--- src/rtl/rc4_pkg.sv ---
// Shared RC4 constants and the key-scheduling FSM state encoding.
package rc4_pkg;
  localparam int KEY_BYTES = 3;
  localparam int KEY_WIDTH = 24;
  localparam int MEM_DEPTH = 256;

  typedef enum logic [3:0] {
    IDLE    = 4'd0,
    READ_I  = 4'd1,
    WAIT_I  = 4'd2,
    LATCH_I = 4'd3,
    READ_J  = 4'd4,
    WAIT_J  = 4'd5,
    LATCH_J = 4'd6,
    WRITE_I = 4'd7,
    WRITE_J = 4'd8,
    INC     = 4'd9,
    DONE    = 4'd10
  } state_t;
endpackage

--- src/rtl/ksa_key_sel.sv ---
// Picks key[idx] out of the packed secret key; key[0] is the top byte.
module ksa_key_sel
  import rc4_pkg::*;
(
  input  logic [KEY_WIDTH-1:0] i_secret_key,
  input  logic [1:0]           i_kidx,
  output logic [7:0]           o_key
);
  // Plain 3:1 mux; the unused index value falls back to key[0].
  always_comb begin
    o_key = i_secret_key[23:16];
    case (i_kidx)
      2'd1:    o_key = i_secret_key[15:8];
      2'd2:    o_key = i_secret_key[7:0];
      default: o_key = i_secret_key[23:16];
    endcase
  end
endmodule

--- src/rtl/ksa_swap.sv ---
// RC4 key-scheduling pass over a 256-entry S memory with 1-cycle read latency.
// Memory-side outputs are decoded from state and registers only; q feeds
// nothing but the si/sj/j registers.
module ksa_swap
  import rc4_pkg::*;
(
  input  logic                 clk,
  input  logic                 reset,
  input  logic                 start,
  input  logic [KEY_WIDTH-1:0] secret_key,
  input  logic [7:0]           q,
  output logic [7:0]           address,
  output logic [7:0]           data,
  output logic                 wen,
  output logic                 finito
);
  state_t     r_state, w_next;
  logic [7:0] r_i, r_j, r_si, r_sj;
  logic [1:0] r_kidx;
  logic       r_finito;
  logic [7:0] w_key;

  ksa_key_sel u_key_sel (
    .i_secret_key (secret_key),
    .i_kidx       (r_kidx),
    .o_key        (w_key)
  );

  // Next-state decode; start only matters in IDLE and DONE.
  always_comb begin
    w_next = r_state;
    case (r_state)
      IDLE:    if (start) w_next = READ_I;
      READ_I:  w_next = WAIT_I;
      WAIT_I:  w_next = LATCH_I;
      LATCH_I: w_next = READ_J;
      READ_J:  w_next = WAIT_J;
      WAIT_J:  w_next = LATCH_J;
      LATCH_J: w_next = WRITE_I;
      WRITE_I: w_next = WRITE_J;
      WRITE_J: w_next = INC;
      INC:     w_next = (r_i == 8'hFF) ? DONE : READ_I;
      DONE:    if (start) w_next = READ_I;
      default: w_next = IDLE;
    endcase
  end

  // State register.
  always_ff @(posedge clk or posedge reset) begin
    if (reset) r_state <= IDLE;
    else       r_state <= w_next;
  end

  // Datapath: indices, latched S values, key index counter and finito.
  always_ff @(posedge clk or posedge reset) begin
    if (reset) begin
      r_i      <= 8'd0;
      r_j      <= 8'd0;
      r_si     <= 8'd0;
      r_sj     <= 8'd0;
      r_kidx   <= 2'd0;
      r_finito <= 1'b0;
    end else begin
      // finito lags DONE by one edge and drops on the restarting edge.
      r_finito <= (r_state == DONE) && !start;
      case (r_state)
        IDLE, DONE: if (start) begin
          r_i    <= 8'd0;
          r_j    <= 8'd0;
          r_kidx <= 2'd0;
        end
        LATCH_I: begin
          r_si <= q;
          r_j  <= r_j + q + w_key;
        end
        LATCH_J: r_sj <= q;
        INC: if (r_i != 8'hFF) begin
          r_i    <= r_i + 8'd1;
          r_kidx <= (r_kidx == 2'd2) ? 2'd0 : r_kidx + 2'd1;
        end
        default: ;
      endcase
    end
  end

  // Memory port decode; i==j needs no special case since both writes agree.
  always_comb begin
    address = 8'd0;
    data    = 8'd0;
    wen     = 1'b0;
    case (r_state)
      READ_I, WAIT_I, LATCH_I: address = r_i;
      READ_J, WAIT_J, LATCH_J: address = r_j;
      WRITE_I: begin
        address = r_i;
        data    = r_sj;
        wen     = 1'b1;
      end
      WRITE_J: begin
        address = r_j;
        data    = r_si;
        wen     = 1'b1;
      end
      default: ;
    endcase
  end

  assign finito = r_finito;
endmodule

--- config.mk ---
export PLATFORM = sky130hd
export DESIGN_NAME = ksa_swap
export DESIGN_NICKNAME = d
export VERILOG_FILES = /design/src/rtl/rc4_pkg.sv /design/src/rtl/ksa_key_sel.sv /design/src/rtl/ksa_swap.sv
export SDC_FILE = /design/constraint.sdc
export NUM_CORES = 1
export LEC_CHECK = 0
export CAP_MARGIN = 20
export CORE_ASPECT_RATIO = 0.7
export CORE_UTILIZATION = 52
export CTS_CLUSTER_SIZE = 28
export DETAILED_ROUTE_END_ITERATION = 10
export PLACE_DENSITY = 0.83
export SYNTH_ARGS = -nofsm -noshare
export SYNTH_HDL_FRONTEND = slang
export SYNTH_SLANG_ARGS = --single-unit
--- constraint.sdc ---
create_clock -name clk -period 3.8 [get_ports clk]
set_clock_uncertainty 0.1 [all_clocks]
set_input_delay 0.38 -clock clk [delete_from_list [all_inputs] [get_ports clk]]
set_output_delay 0.38 -clock clk [all_outputs]
set_load 0.1 [all_outputs]
==> impl_metrics.sql, run 1 <==
INSERT INTO impl_metrics (metric_group, metric, value, unit) VALUES
('final_layout', 'mostFrequentLayoutCell', 'nand2_1', ''),
('final_layout', 'layout-drive-gt1-share', '14.5', '%'),
('outcome', 'result_of_the_run', 'finished clean', ''),
('logic_synthesis', 'synth-edff-count', '0', ''),
('run', 'drv.max_cap_violation_count', '0', ''),
('timing', 'hold-worst-slack', '0.383', 'ns'),
('drt', 'remaining_drc_errors', '0', ''),
('final_layout', 'finish.net_count', '382', ''),
('logic_synthesis', 'main_area_contributors_after_synthesis', 'dfrtp_1 37%, nand2_1 6.4%, fa_1 6.1%, ha_1 4.8%, a22oi_1 4.3%', ''),
('min_path', 'min_path_type', 'flop to flop', ''),
('floorplanning', 'io_pins', '53', ''),
('power_and_ir_drop', 'vdd_drop_max', '0.209', 'mV'),
('critical_path', 'crit-reg2reg-launch', 'r_kidx[0]', ''),
('clock_network', 'post_cts.resized_instances', '0', ''),
('final_layout', 'fin_util', '68.0', '%'),
('timing', 'top_achievable_clock_speed', '0.285', 'GHz'),
('floorplanning', 'initial_standard_cell_utilization_of_the_core', '54.6', '%'),
('logic_synthesis', 'yosys_warnings', '0', ''),
('floorplanning', 'die_w', '86.9', 'um'),
('critical_path', 'worst_setup_path_start_kind', 'flop', ''),
('floorplanning', 'core', '4810', 'um^2'),
('clock_network', 'numCtsBuffers', '5', ''),
('critical_path', 'reg2reg_to', 'r_j[7]', ''),
('timing', 'rsz_0062_raised_after_global_routing', 'false', ''),
('timing', 'timing.final.crit_share', '92.2', '%'),
('global_route', 'grtUsageTotal', '25.8', '%'),
('timing', 'worst_pin_slew', '0.957', 'ns'),
('placement', 'finalWeightedCongestion', '0.899', ''),
('placement', 'worst_setup_slack_before_clock_tree_synthesis', '0.330', 'ns'),
('clock_network', 'cts_max_level', '2', ''),
('logic_synthesis', 'synth-main-ff-cell', 'dfrtp_1', ''),
('drt', 'drt-wirelength-per-cell', '15.5', 'um'),
('logic_synthesis', 'synth.largest_area_cell', 'dfrtp_1', ''),
('drt', 'vias', '2272', ''),
('power_and_ir_drop', 'p_per_cell_area', '457', 'nW/um^2'),
('placement', 'dp_cells', '391', ''),
('logic_synthesis', 'yosysSeqAreaShare', '37.2', '%'),
('placement', 'detailed_place.area', '3140', 'um^2'),
('timing', 'worst_slew_margin_rel', '36.0', '%'),
('clock_network', 'reg_clk_slew_reported_paths', '0.08', 'ns'),
('clock_network', 'clock_latency', '0.29', 'ns'),
('clock_network', 'clk_path_buf_depth', '2', ''),
('logic_synthesis', 'postSynthRegisterBits', '39', ''),
('clock_network', 'cts_num_sinks', '39', ''),
('min_path', 'worst_hold_path.endpoint', 'r_si[1]', ''),
('final_layout', 'design_area', '3270', 'um^2'),
('global_route', 'grt_pass1_wl', '10400', 'um'),
('min_path', 'worst_hold_startpoint', 'r_si[1]', ''),
('min_path', 'worstHoldPathCells', '2', ''),
('drt', 'wl', '6170', 'um'),
('final_layout', 'antenna_cells_inserted', '0', ''),
('final_layout', 'highest_count_cells_in_the_layout_ignoring_fill_and_taps', '45 x nand2_1, 39 x dfrtp_1, 35 x clkdlybuf4s50_1, 22 x nor2_1, 21 x buf_4', ''),
('global_route', 'largest_net_degree_at_the_start_of_global_routing', '40', ''),
('global_route', 'grt.overflow.total', '0', ''),
('logic_synthesis', 'synth.cell_area', '2620', 'um^2'),
('drt', 'drc_marker_count_from_the_first_detailed_route_iteration', '172', ''),
('logic_synthesis', 'post_synth_num_cell_types', '51', ''),
('final_layout', 'area_growth', '24.7', '%'),
('timing', 'final.min_clock_period', '3.51', 'ns'),
('critical_path', 'reg2reg_setup_slack', '0.29', 'ns'),
('timing', 'report.final.hold_viol_count', '0', ''),
('timing', 'setup-violations-final', '0', ''),
('drt', 'drt_pass1_iterations', '5', ''),
('critical_path', 'timing.setup.critical_path_class', 'flop to flop', ''),
('critical_path', 'crit_path_end_kind', 'flop', ''),
('logic_synthesis', 'synth_top_area_share', '37.2', '%'),
('placement', 'detailed_place_hpwl', '4720', 'um'),
('clock_network', 'cts_tree', 'yes', ''),
('global_route', 'via_count_of_the_first_global_routing_pass', '2146', ''),
('critical_path', 'worst_ep_required_time', '3.89', 'ns'),
('clock_network', 'holdBufCountCts', '0', '');
==> registers in the layout, summed over array words and instances (netlist names) <==
signal   count
r_i          8
r_j          8
r_si         8
r_sj         8
r_state      4
r_kidx       2
finito       1
==> synthesized netlist by cell type, drive strengths merged (2+ instances only) <==
master,number
or3,2
a22o,12
or2,2
buf,10
xor2,2
fa,8
a31o,2
xnor2,7
clkbuf,4
nand2,45
nor3b,3
ha,10
nand2b,4
dfrtp,39
and3,2
nor4,3
inv,15
a21o,2
o21ai,15
nor3,6
nand3,6
mux2,9
a21oi,15
a22oi,16
nor2,22
==> metal layers <==
metal | share of wire [%] | GRT usage (%) | vias to the layer above
li1 | - | - | 1094
met1 | 47 | 37.1 | 1090
met2 | 46 | 41.6 | 81
met3 | 6.4 | 4.42 | 7
met4 | 0.63 | 5.48 | 0
met5 | 0 | 0 | -
==> worst max path at each step <==
| stage | startpoint | endpoint | slack, ns | cells after the start |
|---|---|---|---|---|
| 3_3_place_gp | secret_key[1] | r_j[7] | 0.48 | 12 |
| 6_report | r_kidx[0] | r_j[7] | 0.29 | 13 |
| 2_1_floorplan | r_state[1] | address[0] | 0.08 | 4 |
| 4_1_cts | r_kidx[0] | r_j[7] | 0.31 | 13 |
| 3_5_place_dp | r_kidx[0] | r_j[7] | 0.33 | 13 |
| 5_1_grt | r_kidx[0] | r_j[7] | 0.08 | 12 |
==> area by class of cell <==
type                            count  area, um^2
Clock inverter                      2        60.1
Inverter                           15        56.3
Multi-Input combinational cell    212        1510
Timing Repair Buffer               56         508
Tap cell                           69        86.3
Sequential cell                    39         976
Fill cell                         397        1540
Clock buffer                        6        72.6
==> worst max-delay path, cell delays in order (launching register included) <==
cell and delay (ns):
dfrtp_1 0.38, inv_1 0.07, ha_1 0.46, nor2_1 0.17
a21oi_1 0.07, fa_1 0.52, ha_1 0.17, inv_1 0.05
fa_1 0.37, nand2b_1 0.18, a21oi_1 0.22, o311ai_0 0.20
a31o_1 0.25, a21o_1 0.18
==> power breakdown <==
part	switching (mW)	internal (mW)
Clock	0.154	0.263
Sequential	0.0742	0.469
Combinational	0.290	0.243
Total	0.519	0.975
==> cells by family after synthesis <==
logic type	after synthesis	synth area share, %
AND/OR/NAND/NOR	102	19.4
AO/OA/AOI/OAI	72	19.5
flip-flops	39	37.2
buffers and inverters	29	5.20
adder cells (fa/ha/maj)	19	11.3
multiplexers	10	4.24
XOR/XNOR	9	3.29
(Power assumes the default switching activity.)
==> inputs of run 2 (changes only) <==
- REMOVE_ABC_BUFFERS: unset -> 1
==> run 2 against run 1 <==
Against the previous run: clock-buffer cell count grew 1; critical path depth is the same; power shrank 9.3%; critical path type unchanged; highest routed layer unchanged.
==> impl_metrics.sql, run 2 (synthesis results as in run 1) <==
INSERT INTO impl_metrics (metric_group, metric, value, unit) VALUES
('outcome', 'result_of_the_run', 'finished clean', ''),
('clock_network', 'post_cts.resized_instances', '0', ''),
('global_route', 'grt.busiest_layer', 'met2', ''),
('power_and_ir_drop', 'p_clk_share', '20.5', '%'),
('critical_path', 'timing.setup.critical_path_class', 'flop to flop', ''),
('power_and_ir_drop', 'net-switching-power', '512', 'uW'),
('global_route', 'global_route.usage.met1', '37.7', '%'),
('drt', 'drt_pass1_iterations', '5', ''),
('timing', 'finalMaxSlewViolations', '0', ''),
('clock_network', 'numCtsBuffers', '5', ''),
('timing', 'setup_tns', '0', 'ns'),
('min_path', 'min_path_type', 'primary input to async pin', ''),
('timing', 'rsz_0062_raised_after_global_routing', 'false', ''),
('critical_path', 'crit_path_max_fanout', '16', ''),
('critical_path', 'worst_ep_required_time', '3.89', 'ns'),
('final_layout', 'mostFrequentLayoutCell', 'nand2_1', ''),
('clock_network', 'cts_max_level', '2', ''),
('final_layout', 'fillCellCount', '413', ''),
('global_route', 'grt_met2_usage', '40.7', '%'),
('power_and_ir_drop', 'vdd_drop_max', '0.258', 'mV'),
('drt', 'drt-wirelength-per-cell', '15.5', 'um'),
('final_layout', 'layout-drive-gt1-share', '14.0', '%'),
('timing', 'worst_slew_margin_rel', '35.0', '%'),
('clock_network', 'clk_path_buf_depth', '2', ''),
('power_and_ir_drop', 'seq_power_share', '39.8', '%'),
('clock_network', 'cts_tree', 'yes', ''),
('clock_network', 'reg_clk_slew_reported_paths', '0.08', 'ns'),
('power_and_ir_drop', 'p_per_cell_area', '422', 'nW/um^2'),
('global_route', 'antenna_found_initial', '0', ''),
('global_route', 'via_count_of_the_first_global_routing_pass', '2157', ''),
('floorplanning', 'io_pins', '53', ''),
('floorplanning', 'std_cell_rows', '21', ''),
('critical_path', 'worst_setup_path_start_kind', 'flop', ''),
('timing', 'report.final.hold_viol_count', '0', ''),
('placement', 'finalWeightedCongestion', '0.881', ''),
('floorplanning', 'die_height', '61.4', 'um'),
('placement', 'detailed_place_hpwl', '4750', 'um'),
('clock_network', 'cts.repair_timing.setup_buffer_count', '0', ''),
('global_route', 'grt.overflow.total', '0', ''),
('clock_network', 'ctsRootBufferMaster', 'clkbuf_8', ''),
('placement', 'dp_cells', '390', ''),
('floorplanning', 'core', '4810', 'um^2'),
('timing', 'final.setup.worst_slack', '0.323', 'ns'),
('power_and_ir_drop', 'p_int', '842', 'uW'),
('power_and_ir_drop', 'comb_power_share', '39.7', '%'),
('power_and_ir_drop', 'sw_frac_of_total', '37.8', '%'),
('final_layout', 'highest_count_cells_in_the_layout_ignoring_fill_and_taps', '45 x nand2_1, 39 x dfrtp_1, 35 x clkdlybuf4s50_1, 22 x nor2_1, 20 x buf_4', ''),
('floorplanning', 'die_w', '86.9', 'um'),
('drt', 'drt-vias-per-instance', '5.66', ''),
('power_and_ir_drop', 'leakagePower', '1.40', 'nW'),
('timing', 'worst_pin_slew', '0.972', 'ns'),
('timing', 'top_achievable_clock_speed', '0.288', 'GHz'),
('clock_network', 'cts_num_sinks', '39', ''),
('placement', 'worst_setup_slack_before_clock_tree_synthesis', '0.352', 'ns'),
('floorplanning', 'dieArea', '5340', 'um^2'),
('global_route', 'grt_pass1_wl', '10400', 'um'),
('critical_path', 'crit_path_end_kind', 'flop', ''),
('placement', 'portBuffers', '52', ''),
('timing', 'timing.final.crit_share', '91.5', '%'),
('drt', 'drc_marker_count_from_the_first_detailed_route_iteration', '145', ''),
('run', 'drv.max_cap_violation_count', '0', ''),
('floorplanning', 'initial_standard_cell_utilization_of_the_core', '54.6', '%'),
('clock_network', 'holdBufCountCts', '0', ''),
('drt', 'remaining_drc_errors', '0', ''),
('drt', 'detail-route-antenna-nets', '0', ''),
('global_route', 'grtUsageTotal', '26.2', '%'),
('final_layout', 'area_growth', '22.4', '%'),
('timing', 'setup-violations-final', '0', ''),
('global_route', 'largest_net_degree_at_the_start_of_global_routing', '29', ''),
('critical_path', 'crit_arrival', '3.56', 'ns'),
('final_layout', 'finish.net_count', '381', ''),
('drt', 'wl', '6190', 'um'),
('timing', 'final.min_clock_period', '3.48', 'ns'),
('final_layout', 'final_cell_count_no_fill', '398', ''),
('clock_network', 'clock_latency', '0.29', 'ns'),
('global_route', 'globalRouteMet3Util', '5.63', '%'),
('final_layout', 'antenna_cells_inserted', '0', ''),
('drt', 'vias', '2251', '');
-- run 2: final cells by class --
type	count	area (um^2)	area share, %
Multi-Input combinational cell	212	1510	47.1
Sequential cell	39	976	30.4
Timing Repair Buffer	55	500	15.6
Tap cell	69	86.3	2.69
Clock buffer	7	76.3	2.38
Inverter	15	56.3	1.75
Clock inverter	1	5.00	0.156
-- run 2: layer usage --
layer	wire (um)	part of all wire [%]
met3	475	7.7
met4	59	0.95
met2	2690	43
met5	0	0
met1	2970	48
-- run 2: critical path: stages, from the launching register on --
cell	delay [ns]
dfrtp_1	0.38
inv_1	0.07
ha_1	0.48
nor2_1	0.16
a21oi_1	0.06
fa_1	0.51
ha_1	0.17
inv_1	0.05
fa_1	0.37
nand2b_1	0.19
a21oi_1	0.20
o311ai_0	0.21
a31o_1	0.25
a21o_1	0.17
-- run 2: power by group through the flow --
stage / registers [mW] / logic, mW / clock network, mW
final: 0.539 / 0.538 / 0.278
after global routing: 0.550 / 0.604 / 0.299
after CTS: 0.539 / 0.538 / 0.282
after detailed placement: 0.547 / 0.535 / 0
after global placement: 0.545 / 0.517 / 0
after floorplan: 0.527 / 0.405 / 0
-- run 2: worst paths after layout --
path	end	slack, ns	startpoint	cells past startpoint
setup / recovery	r_j[7]	0.32	r_kidx[0]	13
hold / removal	r_state[0]	0.29	reset	2
setup reg to reg	r_j[7]	0.32	r_kidx[0]	13
hold reg to reg	r_si[4]	0.38	r_si[4]	2
max in group asynchronous	r_i[7]	2.57	reset	3
min in group clk	r_si[4]	0.38	r_si[4]	2
-- run 2: metrics by stage --
step,cell area (um^2),utilization (%),hold slack (ns),power [mW]
after floorplan,2540,-,0.347,0.932
after global placement,3130,65.1,0.357,1.06
after detailed placement,3130,65.1,0.366,1.08
after CTS,3210,66.8,0.304,1.36
after global routing,3210,66.8,0.347,1.45
final,3210,66.8,0.292,1.35
==> inputs of run 3 (changes only) <==
- HOLD_SLACK_MARGIN: unset -> 0.08
==> results of run 3 <==
Final layout, timing and power as in run 2 (identical DEF).
